==> src/rtl/id_stage_pkg.sv <==
// Shared decode constants and control bundle types
// for the instruction-decode stage.
package id_stage_pkg;

    localparam int WB_W = 2;
    localparam int M_W  = 3;
    localparam int EX_W = 4;

    localparam logic [5:0] OP_RTYPE = 6'h00;
    localparam logic [5:0] OP_LW    = 6'h23;
    localparam logic [5:0] OP_SW    = 6'h2B;
    localparam logic [5:0] OP_BEQ   = 6'h04;

    localparam logic [1:0] ALUOP_ADD   = 2'b00;
    localparam logic [1:0] ALUOP_SUB   = 2'b01;
    localparam logic [1:0] ALUOP_FUNCT = 2'b10;

    typedef struct packed {
        logic [WB_W-1:0] wb;
        logic [M_W-1:0]  m;
        logic [EX_W-1:0] ex;
    } ctrl_t;

endpackage

==> src/rtl/id_stage_reg_file.sv <==
// Register file: two combinational read ports with write-first
// bypass, one synchronous write port, synchronous clear.
module reg_file #(
    parameter int RF_DEPTH = 32
) (
    input  logic        clk,
    input  logic        rst_n,
    input  logic        we,
    input  logic [4:0]  waddr,
    input  logic [31:0] wdata,
    input  logic [4:0]  raddr1,
    input  logic [4:0]  raddr2,
    output logic [31:0] rdata1,
    output logic [31:0] rdata2
);

    logic [31:0] regs [RF_DEPTH];
    logic        wr_ok;

    assign wr_ok = we && (waddr != 5'd0);

    always_ff @(posedge clk) begin
        if (!rst_n) begin
            for (int i = 0; i < RF_DEPTH; i++) begin
                regs[i] <= 32'd0;
            end
        end else if (wr_ok) begin
            regs[waddr] <= wdata;
        end
    end

    // Register 0 reads as zero regardless of storage or bypass.
    always_comb begin
        rdata1 = 32'd0;
        rdata2 = 32'd0;
        if (raddr1 != 5'd0) begin
            rdata1 = (wr_ok && waddr == raddr1) ? wdata : regs[raddr1];
        end
        if (raddr2 != 5'd0) begin
            rdata2 = (wr_ok && waddr == raddr2) ? wdata : regs[raddr2];
        end
    end

endmodule

==> src/rtl/id_stage.sv <==
// Instruction decode: control generation, operand read,
// sign extension, and the ID/EX pipeline latch.
module id_stage
    import id_stage_pkg::*;
#(
    parameter int RF_DEPTH = 32
) (
    input  logic        clk,
    input  logic        rst_n,
    input  logic [31:0] IF_ID_instr,
    input  logic [31:0] IF_ID_npc,
    input  logic        MEM_WB_RegWrite,
    input  logic [4:0]  MEM_WB_WriteReg,
    input  logic [31:0] MEM_WB_WriteData,
    output logic [1:0]  ID_EX_wb,
    output logic [2:0]  ID_EX_m,
    output logic [3:0]  ID_EX_ex,
    output logic [31:0] ID_EX_npc,
    output logic [31:0] ID_EX_readdat1,
    output logic [31:0] ID_EX_readdat2,
    output logic [31:0] ID_EX_sign_ext,
    output logic [4:0]  ID_EX_instr_2016,
    output logic [4:0]  ID_EX_instr_1511
);

    logic [5:0]  opcode;
    logic [4:0]  rs;
    logic [4:0]  rt;
    logic [4:0]  rd;
    logic [31:0] rd1;
    logic [31:0] rd2;
    logic [31:0] sext;
    ctrl_t       ctrl;

    assign opcode = IF_ID_instr[31:26];
    assign rs     = IF_ID_instr[25:21];
    assign rt     = IF_ID_instr[20:16];
    assign rd     = IF_ID_instr[15:11];
    assign sext   = {{16{IF_ID_instr[15]}}, IF_ID_instr[15:0]};

    reg_file #(
        .RF_DEPTH(RF_DEPTH)
    ) u_rf (
        .clk   (clk),
        .rst_n (rst_n),
        .we    (MEM_WB_RegWrite),
        .waddr (MEM_WB_WriteReg),
        .wdata (MEM_WB_WriteData),
        .raddr1(rs),
        .raddr2(rt),
        .rdata1(rd1),
        .rdata2(rd2)
    );

    // Unknown opcodes decode to all-zero control, i.e. a bubble.
    always_comb begin
        ctrl = '0;
        case (opcode)
            OP_RTYPE: begin
                ctrl.wb = 2'b10;
                ctrl.m  = 3'b000;
                ctrl.ex = {1'b1, ALUOP_FUNCT, 1'b0};
            end
            OP_LW: begin
                ctrl.wb = 2'b11;
                ctrl.m  = 3'b010;
                ctrl.ex = {1'b0, ALUOP_ADD, 1'b1};
            end
            OP_SW: begin
                ctrl.wb = 2'b00;
                ctrl.m  = 3'b001;
                ctrl.ex = {1'b0, ALUOP_ADD, 1'b1};
            end
            OP_BEQ: begin
                ctrl.wb = 2'b00;
                ctrl.m  = 3'b100;
                ctrl.ex = {1'b0, ALUOP_SUB, 1'b0};
            end
            default: ctrl = '0;
        endcase
    end

    always_ff @(posedge clk) begin
        if (!rst_n) begin
            ID_EX_wb         <= '0;
            ID_EX_m          <= '0;
            ID_EX_ex         <= '0;
            ID_EX_npc        <= '0;
            ID_EX_readdat1   <= '0;
            ID_EX_readdat2   <= '0;
            ID_EX_sign_ext   <= '0;
            ID_EX_instr_2016 <= '0;
            ID_EX_instr_1511 <= '0;
        end else begin
            ID_EX_wb         <= ctrl.wb;
            ID_EX_m          <= ctrl.m;
            ID_EX_ex         <= ctrl.ex;
            ID_EX_npc        <= IF_ID_npc;
            ID_EX_readdat1   <= rd1;
            ID_EX_readdat2   <= rd2;
            ID_EX_sign_ext   <= sext;
            ID_EX_instr_2016 <= rt;
            ID_EX_instr_1511 <= rd;
        end
    end

endmodule

==> config.mk <==
export PLATFORM = sky130hd
export DESIGN_NAME = id_stage
export DESIGN_NICKNAME = d
export VERILOG_FILES = /design/src/rtl/id_stage_pkg.sv /design/src/rtl/id_stage_reg_file.sv /design/src/rtl/id_stage.sv
export SDC_FILE = /design/constraint.sdc
export NUM_CORES = 2
export LEC_CHECK = 0
export BUFFER_PORTS_ARGS = -buffer_cell sky130_fd_sc_hd__buf_2
export CAP_MARGIN = 25
export CORE_ASPECT_RATIO = 1.75
export CORE_MARGIN = 5
export CORE_UTILIZATION = 45
export CTS_CLUSTER_SIZE = 20
export DETAILED_ROUTE_END_ITERATION = 7
export SYNTH_ARGS = -nofsm -noshare
export SYNTH_HDL_FRONTEND = slang
export SYNTH_SLANG_ARGS = --single-unit
==> constraint.sdc <==
create_clock -name clk -period 8.4 [get_ports clk]
set_clock_uncertainty 0.2 [all_clocks]
set_input_delay 1.68 -clock clk [delete_from_list [all_inputs] [get_ports clk]]
set_output_delay 1.68 -clock clk [all_outputs]
set_load 0.03 [all_outputs]
Word level (Yosys, flattened, before mapping)
Memories as Yosys holds them, arrays and structs flattened. A register that Yosys moved wholly into a read port is not among the register bits. Cells that the tools add are included.

Memories kept: 1. Input port bits: 104. Output and inout bits: 147. Register bits: 67. Memory bits (writable): 1024.

Mux-type cells: 8. Reductions and logical operators: 10. Eq/ne operators: 3.

Memories: u_rf.regs (depth 32, bits a word 32, rd ports 2, clocked after memory_dff 2, wr ports 32, line id_stage_reg_file.sv:17) `logic [31:0] regs [RF_DEPTH];`.

Operators with widths (count): $pmux 9 s4 (1); $mux 32 (1); $reduce_or 32->1 (1); $reduce_bool 5->1 (3); $eq 6x6->1 const B (2); $eq 6x3->1 const B (1); $logic_not 6->1 (1); $mux 1 (5); $mux 5 (1); $reduce_and 2->1 (2); $logic_not 1->1 (2); $logic_and 1x1->1 (1).

Longest topological paths before layout
Depth in word-level cells: 7. Gate-level depth with buffers: 9.

Cells and area by module
A second synthesis with hierarchy kept.

Cells, all modules: 4219. Area, all modules: 59161.7 µm².

By module, submodules not included: reg_file (cells each 3928, area each 55647.1 µm², instances 1, seq. area each 30749.5 µm²); id_stage (cells each 291, area each 3514.6 µm², instances 1, seq. area each 2462.4 µm²).

Least setup slack after synthesis
Ideal clock, no wire load.

Path kind: input -> register. Start point: input MEM_WB_WriteReg[0]. End point: memory u_rf.regs[23][0] (enable). Slack: 2957 ps. Data arrival time: 4777 ps. Stages on the path: 4. Buffers on the path: 2. Path through: clkbuf_1 nand4_1 clkbuf_1 o21ai_0.

RTL lines: start, declared (line id_stage.sv:13) `input logic [4:0] MEM_WB_WriteReg,`; end, declared (line id_stage_reg_file.sv:17).

Worst setup path in the final report
Start point: input IF_ID_instr[22]. End point: register ID_EX_readdat1[17] (read register of u_rf.regs).

Word-level cells in the longest chain between the ends: 3.

Ends and longest elaborated chain: start, declared (line id_stage.sv:10) `input logic [31:0] IF_ID_instr,`; $reduce_bool 5->1 (line id_stage_reg_file.sv:36) `if (raddr1 != 5'd0) begin`; $reduce_and 2->1 (no line); $logic_not 1->1 (no line); end, declared (line id_stage.sv:19) `output logic [31:0] ID_EX_readdat1,`.

Parallel ways exist; a longest one is shown, timed or not. A chain may end at the register's enable or synchronous reset.

==> impl_results.rst <==
.. list-table::
   :header-rows: 1

   * - Metric
     - Value
   * - Outcome
     - completed
   * - Max IR drop VDD
     - 183 µV
   * - Worst slew pin tran
     - 1160 ps
   * - RSZ-0062 raised after global routing
     - no
   * - Count of final hold-check violations
     - 0
   * - Horizontal extent of the die
     - 282 µm
   * - Maximum fanout encountered on the critical timing path
     - 46
   * - Final wirelength
     - 225000 µm
   * - CTS tree
     - built
   * - Reg area
     - 33200 µm²
   * - Total via count in the routed design
     - 39600
   * - Wire length of the first global-routing pass
     - 308000 µm
   * - Area share of the leading cell type in the synthesized netlist
     - 52.8%
   * - Count of unique library cells instantiated by Yosys
     - 49
   * - Worst setup SP type
     - input port
   * - Worst path cell trace
     - clkbuf_8 > buf_4 > or3_2 > buf_4 > nor3_1 > a311oi_4 > buf_4 > a32o_2
   * - Slowest cell delay on critical path
     - 650 ps
   * - DR pass1 iterations
     - 5
   * - Synth area leader
     - sky130_fd_sc_hd__edfxtp_1
   * - Worst min path class
     - reg -> reg
   * - Setup crit end kind
     - register
   * - Classification of the worst setup path
     - in -> reg
   * - Remaining design rule violation count
     - 0
   * - Initial cell density of the core
     - 45.3%
   * - Post_cts resized
     - 0
   * - Routed length per instance
     - 37.6 µm
   * - Area growth from synthesis to final layout
     - 12.0%
   * - Deepest level of the CTS H-tree
     - 3
   * - Count of hold-fix buffers inserted at cts
     - 0
   * - Count of maximum capacitance violations
     - 0
   * - Mapped Area
     - 58300 µm²
   * - Data arrival at the endpoint of the critical path
     - 5110 ps
   * - Placeable core region
     - 129000 µm²
   * - Largest buffer count on any clock path
     - 3
   * - Number of antenna violations at the first check in global routing
     - 22
   * - Remaining max-slew budget at the tightest pin
     - 22.9%
   * - Total Die Area
     - 137000 µm²
   * - 1st-iter DRT viols
     - 5042
   * - Number of clock buffers inserted by TritonCTS
     - 111
   * - Number of antenna-violating nets in the routed design
     - 0
   * - Fraction of synthesis flops using an asynchronous set or reset pin
     - 0%
   * - Period utilisation layout
     - 55.3%
   * - Average instance area after synthesis
     - 14.1 µm²
   * - Slowest stage cell, crit path
     - sky130_fd_sc_hd__or3_2
   * - Accumulated negative setup slack
     - 0 ps
   * - Part of the Yosys area used for sequential elements
     - 57.0%
   * - Slew Limit Fails
     - 0
   * - Fillcell total
     - 10700
   * - Routed via count divided by cell count
     - 6.62
   * - Port bufs
     - 250
   * - Sinks on the clock net
     - 1147
   * - GRT Total Usage
     - 32.1%
   * - Final Net Count
     - 4290
   * - Post-synth top flop
     - sky130_fd_sc_hd__edfxtp_1
   * - Fraction of layout instances using a drive strength above 1
     - 23.5%
   * - Number of synthesized flops with an enable pin
     - 1024
   * - Multi-input gate area in the final layout
     - 23800 µm²
   * - Via count of the first global-routing pass
     - 39800
   * - Top achievable clock speed
     - 215 MHz
   * - Std-Cell Rows
     - 174
   * - Total power density per cell area
     - 209 nW/µm²
   * - #FFs+latches synth
     - 1147
   * - Leakage dissipation
     - 23.7 nW
   * - Remaining global-route overflow
     - 0
   * - Final worst path period need
     - 4650 ps
   * - Maximum number of pins on one net before global-route repair
     - 93
   * - GPL Wtd Cong
     - 0.926
   * - Buffers inserted during post-CTS setup optimization
     - 0
   * - Gate count of the mapped netlist
     - 4131
   * - Y dimension of the die
     - 486 µm
   * - Top-level port count
     - 251
   * - Most used cell along the critical path
     - sky130_fd_sc_hd__buf_4
   * - Clock transition at the register clock pins on the worst setup and hold paths after CTS
     - 60 ps
   * - Root cell of the clock tree
     - sky130_fd_sc_hd__clkbuf_16
   * - Insertion delay to the later sink of the worst-skew pair
     - 770 ps
   * - Top area cells in the synthesized netlist
     - sky130_fd_sc_hd__edfxtp_1, sky130_fd_sc_hd__mux4_2, sky130_fd_sc_hd__and2_1, sky130_fd_sc_hd__mux2i_1, sky130_fd_sc_hd__dfxtp_1
   * - Required time worst endpoint
     - 8860 ps
   * - Post-route core utilization
     - 50.7%
   * - Count of warnings emitted by yosys
     - 0
   * - Detail Placement HPWL
     - 139000 µm
   * - Number of failing setup endpoints in the final timing report
     - 0
-- per-layer routing --
metal | vias up | part of all wire [%] | track usage [%]
met1 | 20300 | 33 | 37.2
li1 | 15900 | - | -
met3 | 782 | 9.3 | 6.28
met5 | - | 0.018 | 0
met4 | 6 | 8.0 | 22.3
met2 | 2607 | 49 | 53.5
-- cell usage in the layout, fill, tap and decap left out, types with 33 or more instances in the layout --
cell type / n
sky130_fd_sc_hd__mux2i_1: 380
sky130_fd_sc_hd__nand2_1: 76
sky130_fd_sc_hd__o21ai_0: 95
sky130_fd_sc_hd__a211oi_1: 63
sky130_fd_sc_hd__nor2_4: 33
sky130_fd_sc_hd__and2_1: 1045
sky130_fd_sc_hd__clkbuf_16: 113
sky130_fd_sc_hd__buf_4: 115
sky130_fd_sc_hd__mux4_2: 323
sky130_fd_sc_hd__buf_2: 242
sky130_fd_sc_hd__a221oi_1: 127
sky130_fd_sc_hd__edfxtp_1: 1024
sky130_fd_sc_hd__a21oi_1: 36
sky130_fd_sc_hd__dfxtp_1: 123
sky130_fd_sc_hd__a22oi_1: 63
-- stage by stage --
step | power, mW | hold slack (ps) | instance area (µm²) | worst slack (ps) | std cells
after detailed placement | 8.49 | 628 | 61400 | 3160 | 5742
after floorplan | 7.79 | 555 | 58400 | 2960 | 4162
after global placement | 8.48 | 620 | 61400 | 3180 | 5742
after global routing | 13.9 | 710 | 65200 | 3860 | 5957
after CTS | 13.6 | 653 | 65100 | 3930 | 5953
final | 13.6 | 652 | 65200 | 3750 | 5977
-- critical path: cells and delay by family --
family          cells  cell delay (ps)
compound gates      2              570
buf+inv             4             1900
simple gates        2              780
-- synth_stat cells, types with 5 or more instances --
cell type and instances:
sky130_fd_sc_hd__mux2i_1 380, sky130_fd_sc_hd__buf_2 72, sky130_fd_sc_hd__a221oi_1 127, sky130_fd_sc_hd__o221ai_1 17, sky130_fd_sc_hd__xnor2_1 8, sky130_fd_sc_hd__clkbuf_1 320, sky130_fd_sc_hd__nand3b_1 5, sky130_fd_sc_hd__a32o_1 12
sky130_fd_sc_hd__buf_4 39, sky130_fd_sc_hd__o22ai_1 32, sky130_fd_sc_hd__edfxtp_1 1024, sky130_fd_sc_hd__a221o_1 13, sky130_fd_sc_hd__mux4_2 323, sky130_fd_sc_hd__nor2b_1 6, sky130_fd_sc_hd__a211oi_1 63, sky130_fd_sc_hd__and2_1 1046
sky130_fd_sc_hd__a211o_1 33, sky130_fd_sc_hd__nor2_1 42, sky130_fd_sc_hd__mux2_2 32, sky130_fd_sc_hd__o22a_1 14, sky130_fd_sc_hd__a22oi_1 63, sky130_fd_sc_hd__nand4_1 16, sky130_fd_sc_hd__nand2_1 76, sky130_fd_sc_hd__dfxtp_1 123
sky130_fd_sc_hd__a21oi_1 36, sky130_fd_sc_hd__buf_1 26, sky130_fd_sc_hd__buf_6 5, sky130_fd_sc_hd__a32o_2 20, sky130_fd_sc_hd__o21ai_0 126
-- registers in the layout (all words and copies together), names as in the netlist --
signal	flops
ID_EX_npc	32
u_rf.regs	1024
ID_EX_readdat2	32
ID_EX_wb	2
ID_EX_sign_ext	16
ID_EX_m	1
ID_EX_instr_2016	5
ID_EX_readdat1	32
ID_EX_ex	3
-- report_power, final --
part | leakage (nW) | switching, mW | total (mW) | internal (mW)
clock | 1.82 | 2.30 | 5.22 | 2.92
sequential | 10.8 | 0.200 | 6.74 | 6.54
combinational | 11.1 | 1.07 | 1.67 | 0.593
-- layout make-up --
class	instances	share of cell area, %
Sequential cell	1147	50.9
Multi-Input combinational cell	2548	36.5
Clock buffer	159	4.83
Timing Repair Buffer	373	3.66
Tap cell	1672	3.21
Clock inverter	52	0.828
Antenna cell	21	0.0805
Inverter	5	0.0307
-- logic make-up after synthesis --
| family | Yosys count | synth area share (%) |
|---|---|---|
| muxes | 735 | 19.6 |
| and+or+nand+nor | 1209 | 12.5 |
| buffers and inverters | 467 | 3.48 |
| other | 1 | 0.00644 |
| DFF | 1147 | 57.0 |
| xor gates and xnor gates | 10 | 0.150 |
| AOI/OAI and AO/OA | 562 | 7.20 |
-- path summary, 6_finish.rpt --
path,from,cells past startpoint,slack (ps),end
max,IF_ID_instr[22],8,3750,ID_EX_readdat1[17]$_SDFF_PN0_
min,u_rf.regs[1][12]$_SDFFCE_PN0P_,5,650,ID_EX_readdat1[12]$_SDFF_PN0_
max reg2reg,u_rf.regs[7][31]$_SDFFCE_PN0P_,4,6190,ID_EX_readdat2[31]$_SDFF_PN0_
min reg2reg,u_rf.regs[1][12]$_SDFFCE_PN0P_,5,650,ID_EX_readdat1[12]$_SDFF_PN0_
Power figures use the tool's default switching activity.
